`src/rtl/speed_tick_gen.sv`:
```
// speed_tick_gen
// Turns the two raw speed switches into a debounced rate selection and a
// single-cycle clock-enable `tick` at the selected rate. Everything runs in
// the `clk` domain; downstream logic advances on `tick` instead of using a
// divided clock.
//
// Pipeline, per clock edge:
//   sw -> two-flop synchroniser -> per-bit debounce -> sw_db
//   next sw_db -> rate decode -> rate_sel / rate_chg
//   rate_sel -> divider counter -> tick
//
// A rate change restarts the divider from zero so the first tick at the new
// rate arrives a full new period after the change, never early.

module speed_tick_gen #(
    parameter int DEB_CYCLES = 1000000,
    parameter int CNT_W      = 26,
    parameter int P_SLOW     = 67108864,
    parameter int P_FAST     = 33554432,
    parameter int P_VFAST    = 16777216
) (
    input  logic       clk,
    input  logic       rst,
    input  logic [1:0] sw,
    output logic       tick,
    output logic [1:0] sw_db,
    output logic [1:0] rate_sel,
    output logic       rate_chg
);

    // Debounce counter is sized so that DEB_CYCLES-1 always fits.
    localparam int DEB_W = $clog2(DEB_CYCLES) + 1;
    localparam logic [DEB_W-1:0] DEB_LAST = DEB_W'(DEB_CYCLES - 1);
    localparam logic [DEB_W-1:0] DEB_ONE  = DEB_W'(1);

    // Terminal counts are compared rather than periods, so a period of
    // exactly 2^CNT_W still fits in CNT_W bits.
    localparam logic [CNT_W-1:0] LAST_SLOW  = CNT_W'(P_SLOW - 1);
    localparam logic [CNT_W-1:0] LAST_FAST  = CNT_W'(P_FAST - 1);
    localparam logic [CNT_W-1:0] LAST_VFAST = CNT_W'(P_VFAST - 1);
    localparam logic [CNT_W-1:0] CNT_ONE    = CNT_W'(1);

    localparam logic [1:0] RATE_SLOW  = 2'd0;
    localparam logic [1:0] RATE_FAST  = 2'd1;
    localparam logic [1:0] RATE_VFAST = 2'd2;

    logic [1:0]       r_sync1;
    logic [1:0]       r_sync2;
    logic [1:0]       r_sw_db;
    logic [1:0]       r_rate_sel;
    logic             r_rate_chg;
    logic [CNT_W-1:0] r_div_cnt;
    logic             r_tick;

    logic [1:0]       w_db_next;
    logic [1:0]       w_rate_next;
    logic             w_rate_change;
    logic [CNT_W-1:0] w_div_last;
    logic             w_div_wrap;

    // Two-flop synchroniser for the asynchronous switch inputs.
    always_ff @(posedge clk) begin
        if (rst) begin
            r_sync1 <= 2'b00;
            r_sync2 <= 2'b00;
        end else begin
            r_sync1 <= sw;
            r_sync2 <= r_sync1;
        end
    end

    // Each switch bit is debounced independently: a change is accepted only
    // after the synchronised value has differed from the accepted value for
    // DEB_CYCLES consecutive edges; any agreement in between restarts the run.
    for (genvar gi = 0; gi < 2; gi++) begin : g_deb
        logic [DEB_W-1:0] r_deb_cnt;
        logic             w_differs;
        logic             w_settled;

        assign w_differs     = (r_sync2[gi] != r_sw_db[gi]);
        assign w_settled     = w_differs && (r_deb_cnt == DEB_LAST);
        assign w_db_next[gi] = w_settled ? r_sync2[gi] : r_sw_db[gi];

        // Count consecutive disagreeing edges; clear on agreement or acceptance.
        always_ff @(posedge clk) begin
            if (rst) begin
                r_deb_cnt <= '0;
            end else if (!w_differs || w_settled) begin
                r_deb_cnt <= '0;
            end else begin
                r_deb_cnt <= r_deb_cnt + DEB_ONE;
            end
        end
    end

    // Decode the rate from the value sw_db is about to take, so rate_sel
    // updates on the same edge as sw_db. sw[0] alone forces very fast.
    always_comb begin
        w_rate_next = RATE_SLOW;
        case (w_db_next)
            2'b00:   w_rate_next = RATE_SLOW;
            2'b10:   w_rate_next = RATE_FAST;
            default: w_rate_next = RATE_VFAST;
        endcase
    end

    assign w_rate_change = (w_rate_next != r_rate_sel);

    // Terminal count of the divider for the rate currently in force.
    always_comb begin
        w_div_last = LAST_SLOW;
        case (r_rate_sel)
            RATE_FAST:  w_div_last = LAST_FAST;
            RATE_VFAST: w_div_last = LAST_VFAST;
            default:    w_div_last = LAST_SLOW;
        endcase
    end

    assign w_div_wrap = (r_div_cnt == w_div_last);

    // Register the debounced switches, the active rate and its change pulse.
    always_ff @(posedge clk) begin
        if (rst) begin
            r_sw_db    <= 2'b00;
            r_rate_sel <= RATE_SLOW;
            r_rate_chg <= 1'b0;
        end else begin
            r_sw_db    <= w_db_next;
            r_rate_sel <= w_rate_next;
            r_rate_chg <= w_rate_change;
        end
    end

    // Divider: a rate change restarts the period and suppresses any tick that
    // would have fallen on the same edge; otherwise tick fires on wrap.
    always_ff @(posedge clk) begin
        if (rst) begin
            r_div_cnt <= '0;
            r_tick    <= 1'b0;
        end else if (w_rate_change) begin
            r_div_cnt <= '0;
            r_tick    <= 1'b0;
        end else if (w_div_wrap) begin
            r_div_cnt <= '0;
            r_tick    <= 1'b1;
        end else begin
            r_div_cnt <= r_div_cnt + CNT_ONE;
            r_tick    <= 1'b0;
        end
    end

    assign tick     = r_tick;
    assign sw_db    = r_sw_db;
    assign rate_sel = r_rate_sel;
    assign rate_chg = r_rate_chg;

endmodule

```
`config.mk`:
```
export PLATFORM = sky130hd
export DESIGN_NAME = speed_tick_gen
export DESIGN_NICKNAME = d
export VERILOG_FILES = /design/src/rtl/speed_tick_gen.sv
export SDC_FILE = /design/constraint.sdc
export NUM_CORES = 1
export LEC_CHECK = 0
export ABC_AREA = 1
export BUFFER_PORTS_ARGS = -buffer_cell sky130_fd_sc_hd__clkbuf_2
export CAP_MARGIN = 20
export CORE_MARGIN = 2
export CORE_UTILIZATION = 62
export DETAILED_ROUTE_END_ITERATION = 8
export GPL_TIMING_DRIVEN = 0
export PLACE_DENSITY = 0.82
export SETUP_SLACK_MARGIN = 0.4
export SLEW_MARGIN = 30
export SYNTH_ARGS = -nofsm -noshare
export SYNTH_HDL_FRONTEND = slang
export SYNTH_SLANG_ARGS = --single-unit
```
`constraint.sdc`:
```
create_clock -name clk -period 2.1 [get_ports clk]
set_input_delay 0.315 -clock clk [delete_from_list [all_inputs] [get_ports clk]]
set_output_delay 0.315 -clock clk [all_outputs]
set_load 0.05 [all_outputs]
```
==> metrics.log, run 1 <==
[metrics] cell types with the highest counts after synthesis: 82 x sky130_fd_sc_hd__inv_1, 78 x sky130_fd_sc_hd__dfxtp_1, 74 x sky130_fd_sc_hd__nor2_1
[metrics] maximum level of the CTS H-tree: 3
[metrics] Die Outline Area: 6690 um2
[metrics] max_slew headroom: 0.667
[metrics] area of the mapped netlist: 3750 um2
[metrics] number of buffers inserted during clock tree synthesis: 9
[metrics] Top Ports: 10
[metrics] net count of the mapped netlist: 518
[metrics] number of unique standard cell types used by synthesis: 32
[metrics] final-report max-slew violation count: 0
[metrics] Die Y: 81.8 um
[metrics] power consumption: 2.55 mW
[metrics] gpl congestion: 0.817
[metrics] max-cap viol count: 0
[metrics] kind of end point of the critical path: flip-flop
[metrics] number of cell rows: 28
[metrics] initial antenna violation count: 0
[metrics] total core area: 5890 um2
[metrics] hold-fix buffers at CTS: 0
[metrics] number of synthesized flops with an enable pin: 0
[metrics] total via count after detailed routing: 3331
[metrics] clock latency reported for the late side of the worst-skew pair: 350 ps
[metrics] crit path max fanout: 2
[metrics] Worst EP arrival: 2260 ps
[metrics] leakage power: 1.69 nW
[metrics] final count of hold timing violations: 0
[metrics] drt drc: 0
[metrics] average via count per standard cell: 5.30
[metrics] Clock transition at path regs: 70 ps
[metrics] Congestion Overflow GR: 0
[metrics] setup violation total in the final timing report: 0
[metrics] peak supply drop: 0.489 mV
[metrics] unrepaired setup endpoints after global routing: true
[metrics] wire length of the first global-routing pass: 13.0 mm
[metrics] Clock Skew: 9.04 ps
[metrics] post-DP HPWL: 4.98 mm
[metrics] horizontal die dimension: 81.8 um
[metrics] Seq cells post-synth: 78
[metrics] Area contributors post-synth: sky130_fd_sc_hd__dfxtp_1 42%, sky130_fd_sc_hd__inv_1 8.2%, sky130_fd_sc_hd__nor2_1 7.4%
[metrics] clock buffer depth: 2
[metrics] category of the worst setup path launch point: flip-flop
[metrics] kind of critical path: flip-flop to flip-flop
[metrics] CTS Sinks: 78
[metrics] clock tree from TritonCTS: built
[metrics] outcome: complete, no violations
[metrics] filler instances: 395
[metrics] required time reported for the critical path endpoint: 2380 ps
[metrics] Worst Hold Launch: sw[0]
[metrics] Worst-Margin Slew: 500 ps
[metrics] start of the worst register-to-register path: g_deb[1].r_deb_cnt[1]
[metrics] first-pass detailed-route iteration total: 4
[metrics] synthesis-to-finish area growth: 22.0%
[metrics] source of the critical timing path: g_deb[1].r_deb_cnt[1]
[metrics] count of antenna-violating nets left after detailed routing: 0
[metrics] number of warnings issued by yosys: 0
[metrics] initial DRC count: 181
[metrics] worst min-delay path category: primary input to flip-flop
[metrics] proportion of netlist area held by the largest area contributor: 0.416
[metrics] commonest register cell after synthesis: sky130_fd_sc_hd__dfxtp_1
[metrics] Net count, final: 560
[metrics] ratio of cells with drive above 1 in the final layout: 0.267
[metrics] Starting Density: 0.637
[metrics] power density over the cells: 558 nW/um2
[metrics] cell with the most instances after synthesis: sky130_fd_sc_hd__inv_1
[metrics] Synth async-reset ratio: 0
[metrics] vias in the first global route: 3148
[metrics] final worst path period share: 0.944
[metrics] average wire per standard cell: 13.4 um
[metrics] Avg Cell Area, Syn: 7.35 um2
[metrics] Ant. Diodes: 0
[metrics] post-synthesis instance total: 510
[metrics] root buf cell: sky130_fd_sc_hd__clkbuf_8
[metrics] Final Critical Period: 1980 ps
[metrics] library cell with the largest summed area after synthesis: sky130_fd_sc_hd__dfxtp_1
[metrics] # port buffers: 8
[metrics] portion of the post-synthesis area used by sequential elements: 0.416
[metrics] GRT Total Usage: 0.250
[metrics] highest attainable clock frequency: 0.505 GHz
[metrics] routed wire length: 8.44 mm
[metrics] Total Neg Setup Slack: 0 ps
[metrics] pin count of the biggest net entering global routing: 12
==> worst paths after layout <==
path | slack (ps) | cells after the start | end
hold / removal | 150 | 3 | r_sync1[0]
hold reg to reg | 410 | 2 | r_sync2[1]
setup / recovery | 120 | 16 | sw_db[1]
setup reg to reg | 120 | 16 | sw_db[1]
==> kinds of logic after synthesis <==
kind of cell / Yosys count / synth area share
and+or+nand+nor: 265 / 0.342
buffers and inverters: 92 / 0.0961
DFF: 78 / 0.416
AOI/OAI and AO/OA: 39 / 0.0574
xor gates and xnor gates: 32 / 0.0747
adders and majority gates: 4 / 0.0133
==> stage by stage <==
step           hold WS (ps)  setup WS [ps]  cell area (um2)  cells  utilization
6_report                152            118             4580    629        0.777
4_1_cts                 160            203             4370    623        0.742
3_3_place_gp            389            193             3950    593        0.670
2_1_floorplan           388            387             3810    510            -
3_5_place_dp            402            130             3950    593        0.670
5_1_grt                 183           14.4             4580    629        0.777
==> report_power, final <==
part | switching (mW) | total, mW | internal (mW)
clock network | 0.508 | 0.978 | 0.470
logic | 0.0421 | 0.0744 | 0.0324
registers | 0.0113 | 1.50 | 1.49
==> layout make-up <==
class | instances | area (um2) | area share
well taps | 75 | 93.8 | 0.0205
repair buffers | 31 | 263 | 0.0574
clock inverters | 2 | 10.0 | 0.00219
clock buffers | 11 | 151 | 0.0331
multi-input cells | 340 | 2100 | 0.458
plain buffers | 6 | 56.3 | 0.0123
flip-flops and latches | 78 | 1580 | 0.346
inverters | 86 | 323 | 0.0705
==> sequential cells by signal, indices dropped and copies added, names as in the netlist <==
| name | count |
|---|---|
| tick | 1 |
| r_sync2 | 2 |
| rate_chg | 1 |
| r_div_cnt | 26 |
| rate_sel | 2 |
| sw_db | 2 |
| r_sync1 | 2 |
| g_deb.r_deb_cnt | 42 |
==> worst max-delay path: stages, from the launching register on <==
cell	delay (ps)
sky130_fd_sc_hd__dfxtp_2	340
sky130_fd_sc_hd__ha_4	160
sky130_fd_sc_hd__nand2_2	70
sky130_fd_sc_hd__nor2_2	40
sky130_fd_sc_hd__nand3_1	80
sky130_fd_sc_hd__nor2_2	50
sky130_fd_sc_hd__nand2_1	90
sky130_fd_sc_hd__nand2_2	80
sky130_fd_sc_hd__buf_4	140
sky130_fd_sc_hd__buf_6	100
sky130_fd_sc_hd__buf_6	100
sky130_fd_sc_hd__buf_6	100
sky130_fd_sc_hd__buf_6	100
sky130_fd_sc_hd__buf_4	120
sky130_fd_sc_hd__buf_6	100
sky130_fd_sc_hd__buf_6	100
sky130_fd_sc_hd__a21oi_2	120
==> cell usage in the layout, fill, tap and decap left out, types with 11 or more instances in the layout <==
cell / count
sky130_fd_sc_hd__nor2_1: 62
sky130_fd_sc_hd__inv_1: 81
sky130_fd_sc_hd__nor3_1: 17
sky130_fd_sc_hd__nand3_2: 11
sky130_fd_sc_hd__a21oi_1: 16
sky130_fd_sc_hd__nand2_1: 60
sky130_fd_sc_hd__dfxtp_1: 66
sky130_fd_sc_hd__xor2_1: 24
sky130_fd_sc_hd__clkbuf_8: 11
sky130_fd_sc_hd__buf_4: 14
sky130_fd_sc_hd__nand3_1: 32
sky130_fd_sc_hd__nor2_2: 30
sky130_fd_sc_hd__o21ai_0: 13
==> routing by layer <==
metal | vias up | global-route usage | part of all wire
met5 | - | 0 | 0
met4 | 0 | 0.0833 | 0.017
met3 | 17 | 0.0692 | 0.035
met2 | 65 | 0.446 | 0.51
met1 | 1563 | 0.285 | 0.43
li1 | 1686 | - | -
==> what timing repair did <==
action                     4_1_cts  5_1_grt
cloned                           1        0
pin swaps                        8       16
buffers inserted                16        6
resized for setup               30       46
setup endpoints to repair       57       57
No activity file was read; power rests on OpenSTA's default activity.
==> inputs of run 2 (changes only) <==
--- a/config.mk
+++ b/config.mk
@@ -13,7 +13,6 @@
 export DETAILED_ROUTE_END_ITERATION = 8
 export GPL_TIMING_DRIVEN = 0
 export PLACE_DENSITY = 0.82
-export SETUP_SLACK_MARGIN = 0.4
 export SLEW_MARGIN = 30
 export SYNTH_ARGS = -nofsm -noshare
 export SYNTH_HDL_FRONTEND = slang
==> run 2 against run 1 <==
Combinational power down 26%. Wire length down 17%. Global-route usage down 2.4 points. Maximum frequency up 0.69%. Core utilization down 7.3 points. Final cell count down 3.3%. Hold slack better by 6.4 ps. Critical endpoint is now r_div_cnt[5]. Largest power group unchanged.
==> metrics.log, run 2 (synthesized netlist as in run 1, its figures left out) <==
[metrics] largest registers in the final layout: g_deb.r_deb_cnt x42, r_div_cnt x26
[metrics] gpl congestion: 0.831 (+1.8%)
[metrics] share of total power consumed by net switching: 0.204 (-0.0158)
[metrics] kind of end point of the critical path: flip-flop
[metrics] clock buffer depth: 2 (unchanged)
[metrics] final count of hold timing violations: 0 (unchanged)
[metrics] worst min-delay path category: primary input to flip-flop
[metrics] Die Outline Area: 6690 um2 (unchanged)
[metrics] power density over the cells: 640 nW/um2 (+15%)
[metrics] register ranked first by flip-flop count: g_deb.r_deb_cnt
[metrics] Ant. Diodes: 0 (unchanged)
[metrics] horizontal die dimension: 81.8 um (unchanged)
[metrics] Starting Density: 0.637 (unchanged)
[metrics] wire length of the first global-routing pass: 11.6 mm (-11%)
[metrics] leading cell type in the layout, fill and taps excluded: sky130_fd_sc_hd__inv_1
[metrics] reg-to-reg slack, setup: 130 ps (about the same)
[metrics] initial antenna violation count: 0 (unchanged)
[metrics] total core area: 5890 um2 (unchanged)
[metrics] CTS Sinks: 78 (unchanged)
[metrics] drt drc: 0 (unchanged)
[metrics] pin count of the biggest net entering global routing: 12 (unchanged)
[metrics] hold-fix buffers at CTS: 0 (unchanged)
[metrics] final worst path period share: 0.937 (-0.00649)
[metrics] share of total power in combinational logic: 0.021 (-0.008)
[metrics] kind of critical path: flip-flop to flip-flop
[metrics] source of the critical timing path: r_div_cnt[1]
[metrics] peak supply drop: 0.531 mV (+8.4%)
[metrics] Clock Skew: 5.10 ps (-3.94 ps)
[metrics] GRT Total Usage: 0.225 (-0.0243)
[metrics] synthesis-to-finish area growth: 10.5%
[metrics] start of the worst register-to-register path: r_div_cnt[1]
[metrics] crit path max fanout: 10 (+8)
[metrics] Worst-Margin Slew: 510 ps (+10.5 ps)
[metrics] Clock transition at path regs: 70 ps (about the same)
[metrics] initial DRC count: 114 (-37%)
[metrics] share of total power in sequential cells: 0.564 (-0.023)
[metrics] Die Y: 81.8 um (unchanged)
[metrics] number of cells on the worst reg-to-reg path: 11 (-5)
[metrics] ratio of cells with drive above 1 in the final layout: 0.154 (-0.113)
[metrics] Congestion Overflow GR: 0 (unchanged)
[metrics] final-report max-slew violation count: 0 (unchanged)
[metrics] category of the worst setup path launch point: flip-flop
[metrics] power consumption: 2.65 mW (+4.0%)
[metrics] Final Critical Period: 1970 ps (-13.6 ps)
[metrics] Net count, final: 538 (-3.9%)
[metrics] number of buffers inserted during clock tree synthesis: 9 (unchanged)
[metrics] commonest cells after routing, fill and taps aside: 82 x sky130_fd_sc_hd__inv_1, 76 x sky130_fd_sc_hd__dfxtp_1, 71 x sky130_fd_sc_hd__nor2_1, 66 x sky130_fd_sc_hd__nand2_1, 38 x sky130_fd_sc_hd__nand3_1
[metrics] max_slew headroom: 0.660 (-0.00700)
[metrics] Top Ports: 10 (unchanged)
[metrics] required time reported for the critical path endpoint: 2340 ps (-40 ps)
[metrics] leakage power: 1.51 nW (-11%)
[metrics] clock network fraction of total power: 0.415 (+0.031)
[metrics] # port buffers: 8 (unchanged)
[metrics] Power Internal: 2.11 mW (+6.1%)
[metrics] total via count after detailed routing: 3126 (-6.2%)
[metrics] vias in the first global route: 2909 (-7.6%)
[metrics] filler instances: 462 (+17%)
[metrics] highest attainable clock frequency: 0.508 GHz (+0.69%)
[metrics] average via count per standard cell: 5.14 (-2.9%)
[metrics] first-pass detailed-route iteration total: 4 (unchanged)
[metrics] number of flip-flops in the largest register: 42 (unchanged)
[metrics] setup violation total in the final timing report: 0 (unchanged)
[metrics] Worst EP arrival: 2210 ps (-50 ps)
[metrics] worst setup path end: r_div_cnt[5]
[metrics] average wire per standard cell: 11.5 um (-15%)
[metrics] end of the worst register-to-register path: r_div_cnt[5]
[metrics] share of the core filled with cells: 0.704 (-0.0733)
[metrics] routed wire length: 6.97 mm (-17%)
[metrics] number of instances on the worst hold path: 3 (unchanged)
[metrics] root buf cell: sky130_fd_sc_hd__clkbuf_8
[metrics] max-cap viol count: 0 (unchanged)
[metrics] maximum level of the CTS H-tree: 3 (unchanged)
[metrics] clock tree from TritonCTS: built
[metrics] number of cell rows: 28 (unchanged)
[metrics] count of antenna-violating nets left after detailed routing: 0 (unchanged)
[metrics] Psw: 0.542 mW (-3.5%)
[metrics] outcome: complete, no violations
[metrics] post-DP HPWL: 4.90 mm (-1.6%)
[metrics] clock latency reported for the late side of the worst-skew pair: 350 ps (about the same)
==> run 2: cell count changes in the layout (fill, tap and decap cells not counted), moves of 6 or more <==
| cell | before | now |
|---|---|---|
| sky130_fd_sc_hd__dfxtp_1 | 66 | 76 |
| sky130_fd_sc_hd__nor2_1 | 62 | 71 |
| sky130_fd_sc_hd__nand3_1 | 32 | 38 |
| sky130_fd_sc_hd__dfxtp_2 | 10 | 2 |
| sky130_fd_sc_hd__buf_6 | 8 | 1 |
| sky130_fd_sc_hd__buf_4 | 14 | 2 |
| sky130_fd_sc_hd__nand2_1 | 60 | 66 |
| sky130_fd_sc_hd__nor2_4 | 10 | 4 |
==> run 2: repair_timing <==
action	in CTS	in global routing
setup endpoints to repair	0	25
gates resized for setup	0	16
buffers inserted	0	2
==> run 2: critical path, stage by stage (launching register included) <==
cell	delay, ps
sky130_fd_sc_hd__dfxtp_1	370
sky130_fd_sc_hd__ha_1	200
sky130_fd_sc_hd__nand2_1	100
sky130_fd_sc_hd__nor2_4	140
sky130_fd_sc_hd__nand3_2	120
sky130_fd_sc_hd__nor2_4	190
sky130_fd_sc_hd__nand3_2	150
sky130_fd_sc_hd__nor2_4	130
sky130_fd_sc_hd__nand3_2	100
sky130_fd_sc_hd__nand3_4	130
sky130_fd_sc_hd__buf_6	180
sky130_fd_sc_hd__nor2_2	40
==> run 2: worst min path at each step <==
stage / startpoint / endpoint / slack, ps
6_report: sw[0] / r_sync1[0] / 160
5_1_grt: sw[0] / r_sync1[0] / 140
4_1_cts: sw[0] / r_sync1[0] / 160
3_5_place_dp: r_sync1[1] / r_sync2[1] / 410
3_3_place_gp: r_sync1[1] / r_sync2[1] / 390
2_1_floorplan: r_sync1[0] / r_sync2[0] / 390
==> run 2: area by class of cell <==
class                           count  area, um2  share of cell area
Multi-Input combinational cell    340       1880               0.454
Sequential cell                    78       1560               0.377
Inverter                           86        323              0.0779
Clock buffer                       13        159              0.0383
Tap cell                           75       93.8              0.0226
Timing Repair Buffer               10       55.1              0.0133
Buffer                              5       37.5             0.00906
Clock inverter                      1       30.0             0.00725
==> run 2: metal layers <==
| layer | routed length (um) | GRT usage | up-vias |
|---|---|---|---|
| met5 | 0 | 0 | - |
| met4 | 189 | 0.103 | 0 |
| met3 | 232 | 0.0769 | 22 |
| met2 | 3320 | 0.391 | 58 |
| met1 | 3230 | 0.247 | 1402 |
| li1 | - | - | 1644 |
==> run 2: power groups by stage <==
stage	Sequential, mW	Clock, mW	Combinational, mW
6_report	1.50	1.10	0.0547
5_1_grt	1.50	1.19	0.0612
4_1_cts	1.50	1.12	0.0527
3_5_place_dp	1.53	0	0.0522
3_3_place_gp	1.53	0	0.0502
2_1_floorplan	1.53	0	0.0404
==> run 2: stage by stage <==
| step | TNS [ps] | std cells | cell area, um2 | worst slack (ps) | hold slack [ps] |
|---|---|---|---|---|---|
| detailed placement | 0 | 593 | 3880 | 40.0 | 409 |
| global route | -52.3 | 608 | 4140 | -11.1 | 144 |
| floorplan | 0 | 510 | 3750 | 285 | 388 |
| global placement | 0 | 593 | 3880 | 105 | 393 |
| CTS | 0 | 607 | 4070 | 17.7 | 156 |
| finish | 0 | 608 | 4140 | 132 | 159 |
==> inputs of run 3 (changes only) <==
--- a/config.mk
+++ b/config.mk
@@ -5,14 +5,14 @@
 export SDC_FILE = /design/constraint.sdc
 export NUM_CORES = 1
 export LEC_CHECK = 0
-export ABC_AREA = 1
+export ABC_AREA = 0
 export BUFFER_PORTS_ARGS = -buffer_cell sky130_fd_sc_hd__clkbuf_2
 export CAP_MARGIN = 20
 export CORE_MARGIN = 2
-export CORE_UTILIZATION = 62
+export CORE_UTILIZATION = 61
 export DETAILED_ROUTE_END_ITERATION = 8
 export GPL_TIMING_DRIVEN = 0
-export PLACE_DENSITY = 0.82
+export PLACE_DENSITY = 0.81
 export SLEW_MARGIN = 30
 export SYNTH_ARGS = -nofsm -noshare
 export SYNTH_HDL_FRONTEND = slang
==> run 3 against run 2 <==
The run now ends with setup timing left. Sequential power barely moved. Setup slack got worse by 280 ps. Wire length decreased by 4.5%. Synthesized cell count down 27%. Flip-flop and latch count is the same. Final area down 0.51%. Area after synthesis decreased by 8.9%. Largest cell class unchanged. Highest routed layer unchanged.
==> metrics.log, run 3 <==
[metrics] Congestion Overflow GR: 0 (unchanged)
[metrics] Ant. Diodes: 0 (unchanged)
[metrics] end point of the most critical hold path: r_sync1[0]
[metrics] root buf cell: sky130_fd_sc_hd__clkbuf_8
[metrics] start of the worst register-to-register path: g_deb[0].r_deb_cnt[1]
[metrics] highest attainable clock frequency: 0.446 GHz (-12%)
[metrics] cell with the most instances after synthesis: sky130_fd_sc_hd__dfxtp_1
[metrics] largest family of logic cells by synthesized area: simple AND/OR/NAND/NOR gates
[metrics] worst slack at placement: -307 ps (-347 ps)
[metrics] final worst path period share: 1.07 (+0.131)
[metrics] first-pass detailed-route iteration total: 6 (+2)
[metrics] initial antenna violation count: 0 (unchanged)
[metrics] max_slew headroom: 0.563 (-0.0968)
[metrics] filler instances: 380 (-18%)
[metrics] max-cap viol count: 0 (unchanged)
[metrics] wire length of the first global-routing pass: 10.8 mm (-7.2%)
[metrics] multiplexer share of the synthesized area: 0.00293 (+0.00293)
[metrics] library cell contributing the largest single delay on the critical path: sky130_fd_sc_hd__or3_4
[metrics] number of instances on the worst hold path: 2 (-1)
[metrics] Min Hold Slack: 175 ps (+16.6 ps)
[metrics] top routing layer in use: met4
[metrics] end of the worst register-to-register path: r_div_cnt[17]
[metrics] number of flip-flops in the largest register: 42 (unchanged)
[metrics] # port buffers: 9 (+1)
[metrics] synthesized-area fraction occupied by and/or/nand/nor cells: 0.303 (-0.0387)
[metrics] net count of the mapped netlist: 379 (-27%)
[metrics] number of warnings issued by yosys: 0 (unchanged)
[metrics] maximum level of the CTS H-tree: 3 (unchanged)
[metrics] Final Critical Period: 2240 ps (+275 ps)
[metrics] Die Y: 78.8 um (-3.6%)
[metrics] max incr delay on CP: 380 ps (about the same)
[metrics] crit path max fanout: 7 (-3)
[metrics] GRT Total Usage: 0.218 (-0.00741)
[metrics] Met3 Routed Length: 227 um (-2.2%)
[metrics] Worst Hold Launch: sw[0]
[metrics] commonest cells after routing, fill and taps aside: 70 x sky130_fd_sc_hd__dfxtp_1, 64 x sky130_fd_sc_hd__nor2_1, 38 x sky130_fd_sc_hd__xor2_1, 26 x sky130_fd_sc_hd__xnor2_1, 22 x sky130_fd_sc_hd__nand2_1
[metrics] clock tree from TritonCTS: built
[metrics] Synth async-reset ratio: 0 (unchanged)
[metrics] drt drc: 0 (unchanged)
[metrics] pin count of the biggest net entering global routing: 14 (+2)
[metrics] met1 wire length: 2.93 mm (-9.1%)
[metrics] hold-fix buffers at CTS: 0 (unchanged)
[metrics] synthesis-to-finish area growth: 20.7%
[metrics] number of synthesized flops with an enable pin: 0 (unchanged)
[metrics] clock buffer depth: 2 (unchanged)
[metrics] Clock Skew: 6.02 ps (+0.917 ps)
[metrics] power consumption: 2.82 mW (+6.4%)
[metrics] power density over the cells: 684 nW/um2 (+6.9%)
[metrics] Avg Cell Area, Syn: 9.21 um2 (+25%)
[metrics] Die Outline Area: 6210 um2 (-7.1%)
[metrics] unrepaired setup endpoints after global routing: true
[metrics] synthesized-area fraction occupied by adder cells: 0.0147 (+0.00131)
[metrics] placed cell areas: 3580 um2 (-7.7%)
[metrics] total core area: 5470 um2 (-7.0%)
[metrics] Worst EP arrival: 2530 ps (+320 ps)
[metrics] ratio of cells with drive above 1 in the final layout: 0.228 (+0.0741)
[metrics] post-route cell area: 4120 um2 (-0.51%)
[metrics] clock latency reported for the late side of the worst-skew pair: 350 ps (about the same)
[metrics] Net count, final: 411 (-24%)
[metrics] chain of cells forming the critical path: ha_4 > nand3_4 > or3_4 > buf_6 > o31ai_4 > nand3_4 > a2bb2oi_4 > buf_12 > clkbuf_16 > nor3_2
[metrics] xor/xnor share of the synthesized area: 0.164 (+0.0894)
[metrics] metal2 WL: 3.40 mm (+2.4%)
[metrics] worst min-delay path category: primary input to flip-flop
[metrics] gpl congestion: 0.767 (-7.7%)
[metrics] Area contributors post-synth: sky130_fd_sc_hd__dfxtp_1 46%, sky130_fd_sc_hd__xor2_1 9.7%, sky130_fd_sc_hd__nor2_1 7.7%
[metrics] largest registers in the final layout: g_deb.r_deb_cnt x42, r_div_cnt x26
[metrics] complex-gate fraction of the synthesized area: 0.0311 (-0.0263)
[metrics] most numerous cell on the critical path: sky130_fd_sc_hd__nand3_4
[metrics] average via count per standard cell: 5.44 (+5.8%)
[metrics] kind of end point of the critical path: flip-flop
[metrics] number of cell rows: 27 (-3.6%)
[metrics] final-report max-slew violation count: 0 (unchanged)
[metrics] CTS Sinks: 78 (unchanged)
[metrics] violations in the final reports: setup timing
[metrics] vias in the first global route: 2520 (-13%)
[metrics] Worst-Margin Slew: 650 ps (+140 ps)
[metrics] crit path setup slack, layout: -143 ps (-275 ps)
[metrics] Clock transition at path regs: 80 ps (about the same)
[metrics] number of unique standard cell types used by synthesis: 41 (+28%)
[metrics] kind of critical path: flip-flop to flip-flop
[metrics] category of the worst setup path launch point: flip-flop
[metrics] leading cell type in the layout, fill and taps excluded: sky130_fd_sc_hd__dfxtp_1
[metrics] source of the critical timing path: g_deb[0].r_deb_cnt[1]
[metrics] number of cells on the worst reg-to-reg path: 10 (-1)
[metrics] portion of the post-synthesis area used by sequential elements: 0.457 (+0.0407)
[metrics] number of buffers inserted during clock tree synthesis: 9 (unchanged)
[metrics] post-synthesis instance total: 371 (-27%)
[metrics] routed wire length: 6.66 mm (-4.5%)
[metrics] area of the mapped netlist: 3420 um2 (-8.9%)
[metrics] required time reported for the critical path endpoint: 2380 ps (+40 ps)
[metrics] Top Ports: 10 (unchanged)
[metrics] register ranked first by flip-flop count: g_deb.r_deb_cnt
[metrics] outcome: complete, but fails checks
[metrics] final count of hold timing violations: 0 (unchanged)
[metrics] commonest register cell after synthesis: sky130_fd_sc_hd__dfxtp_1
[metrics] initial DRC count: 88 (-23%)
[metrics] count of antenna-violating nets left after detailed routing: 0 (unchanged)
[metrics] Starting Density: 0.624 (-0.0130)
[metrics] peak supply drop: 0.462 mV (-13%)
[metrics] proportion of netlist area held by the largest area contributor: 0.457 (+0.0407)
[metrics] register area: 1570 um2 (+0.64%)
[metrics] cell types with the highest counts after synthesis: 78 x sky130_fd_sc_hd__dfxtp_1, 70 x sky130_fd_sc_hd__nor2_1, 38 x sky130_fd_sc_hd__xor2_1
[metrics] setup violation total in the final timing report: 27 (+27)
[metrics] post-DP HPWL: 4.13 mm (-16%)
[metrics] area of the multi-input gates: 1950 um2 (+3.4%)
[metrics] total via count after detailed routing: 2611 (-16%)
[metrics] leakage power: 1.38 nW (-8.5%)
[metrics] Seq cells post-synth: 78 (unchanged)
[metrics] reg-to-reg slack, setup: -140 ps (-280 ps)
[metrics] average wire per standard cell: 13.9 um (+21%)
[metrics] horizontal die dimension: 78.8 um (-3.6%)
[metrics] library cell with the largest summed area after synthesis: sky130_fd_sc_hd__dfxtp_1
==> run 3: cell count changes in the layout (fill, tap and decap cells not counted), moves of 15 or more <==
cell | before | now
sky130_fd_sc_hd__a21oi_1 | 17 | 2
sky130_fd_sc_hd__xnor2_1 | 8 | 26
sky130_fd_sc_hd__inv_1 | 82 | 7
sky130_fd_sc_hd__nand2_1 | 66 | 22
sky130_fd_sc_hd__nand3_1 | 38 | 21
sky130_fd_sc_hd__nor2_2 | 27 | 3
==> run 3: per-stage QoR <==
step           std cells  setup TNS (ps)  utilization
4_1_cts              476           -2290        0.721
3_5_place_dp         452           -5320        0.655
5_1_grt              480           -4420        0.753
3_3_place_gp         452           -3740        0.655
2_1_floorplan        371            -270            -
6_report             480           -1980        0.753
==> run 3: layer usage <==
metal	up-vias	global-route usage
met1	1250	0.253
met3	13	0.0750
li1	1320	-
met5	-	0
met2	28	0.379
met4	0	0.0672
==> run 3: worst max path at each step <==
stage | endpoint | slack (ps) | cells after the start
2_1_floorplan | r_div_cnt[21] | -30 | 8
3_3_place_gp | r_div_cnt[5] | -250 | 9
3_5_place_dp | r_div_cnt[5] | -310 | 9
4_1_cts | r_div_cnt[2] | -120 | 8
5_1_grt | r_div_cnt[15] | -220 | 10
6_report | r_div_cnt[17] | -140 | 10
==> run 3: cells by family after synthesis <==
group,Yosys count
DFF,78
adders and majority gates,4
xor gates and xnor gates,64
buffers and inverters,18
muxes,1
AOI/OAI and AO/OA,11
and+or+nand+nor,195
==> run 3: power breakdown <==
group | internal [mW] | switching [mW]
logic | 0.0435 | 0.0424
registers | 1.49 | 0.00906
clock network | 0.697 | 0.543
total | 2.23 | 0.594
==> run 3: layout make-up <==
| cell class | instances | share of cell area |
|---|---|---|
| plain buffers | 11 | 0.0191 |
| clock buffers | 10 | 0.0334 |
| multi-input cells | 275 | 0.472 |
| well taps | 72 | 0.0219 |
| inverters | 7 | 0.00637 |
| flip-flops and latches | 78 | 0.382 |
| clock inverters | 6 | 0.0206 |
| repair buffers | 21 | 0.0449 |
==> run 3: timing repair <==
item,4_1_cts,5_1_grt
setup endpoints to repair,46,46
gates resized for setup,15,34
pin swaps,6,17
buffers inserted,7,3
endpoints found under the hold margin,0,0
cloned,1,1
==> run 3: critical path, delay by kind of cell (launching register included) <==
| family | cells | cell delay (ps) |
|---|---|---|
| buffers and inverters | 3 | 420 |
| AND/OR/NAND/NOR | 4 | 730 |
| flip-flops | 1 | 350 |
| adder cells (fa/ha/maj) | 1 | 150 |
| AO/OA/AOI/OAI | 2 | 530 |
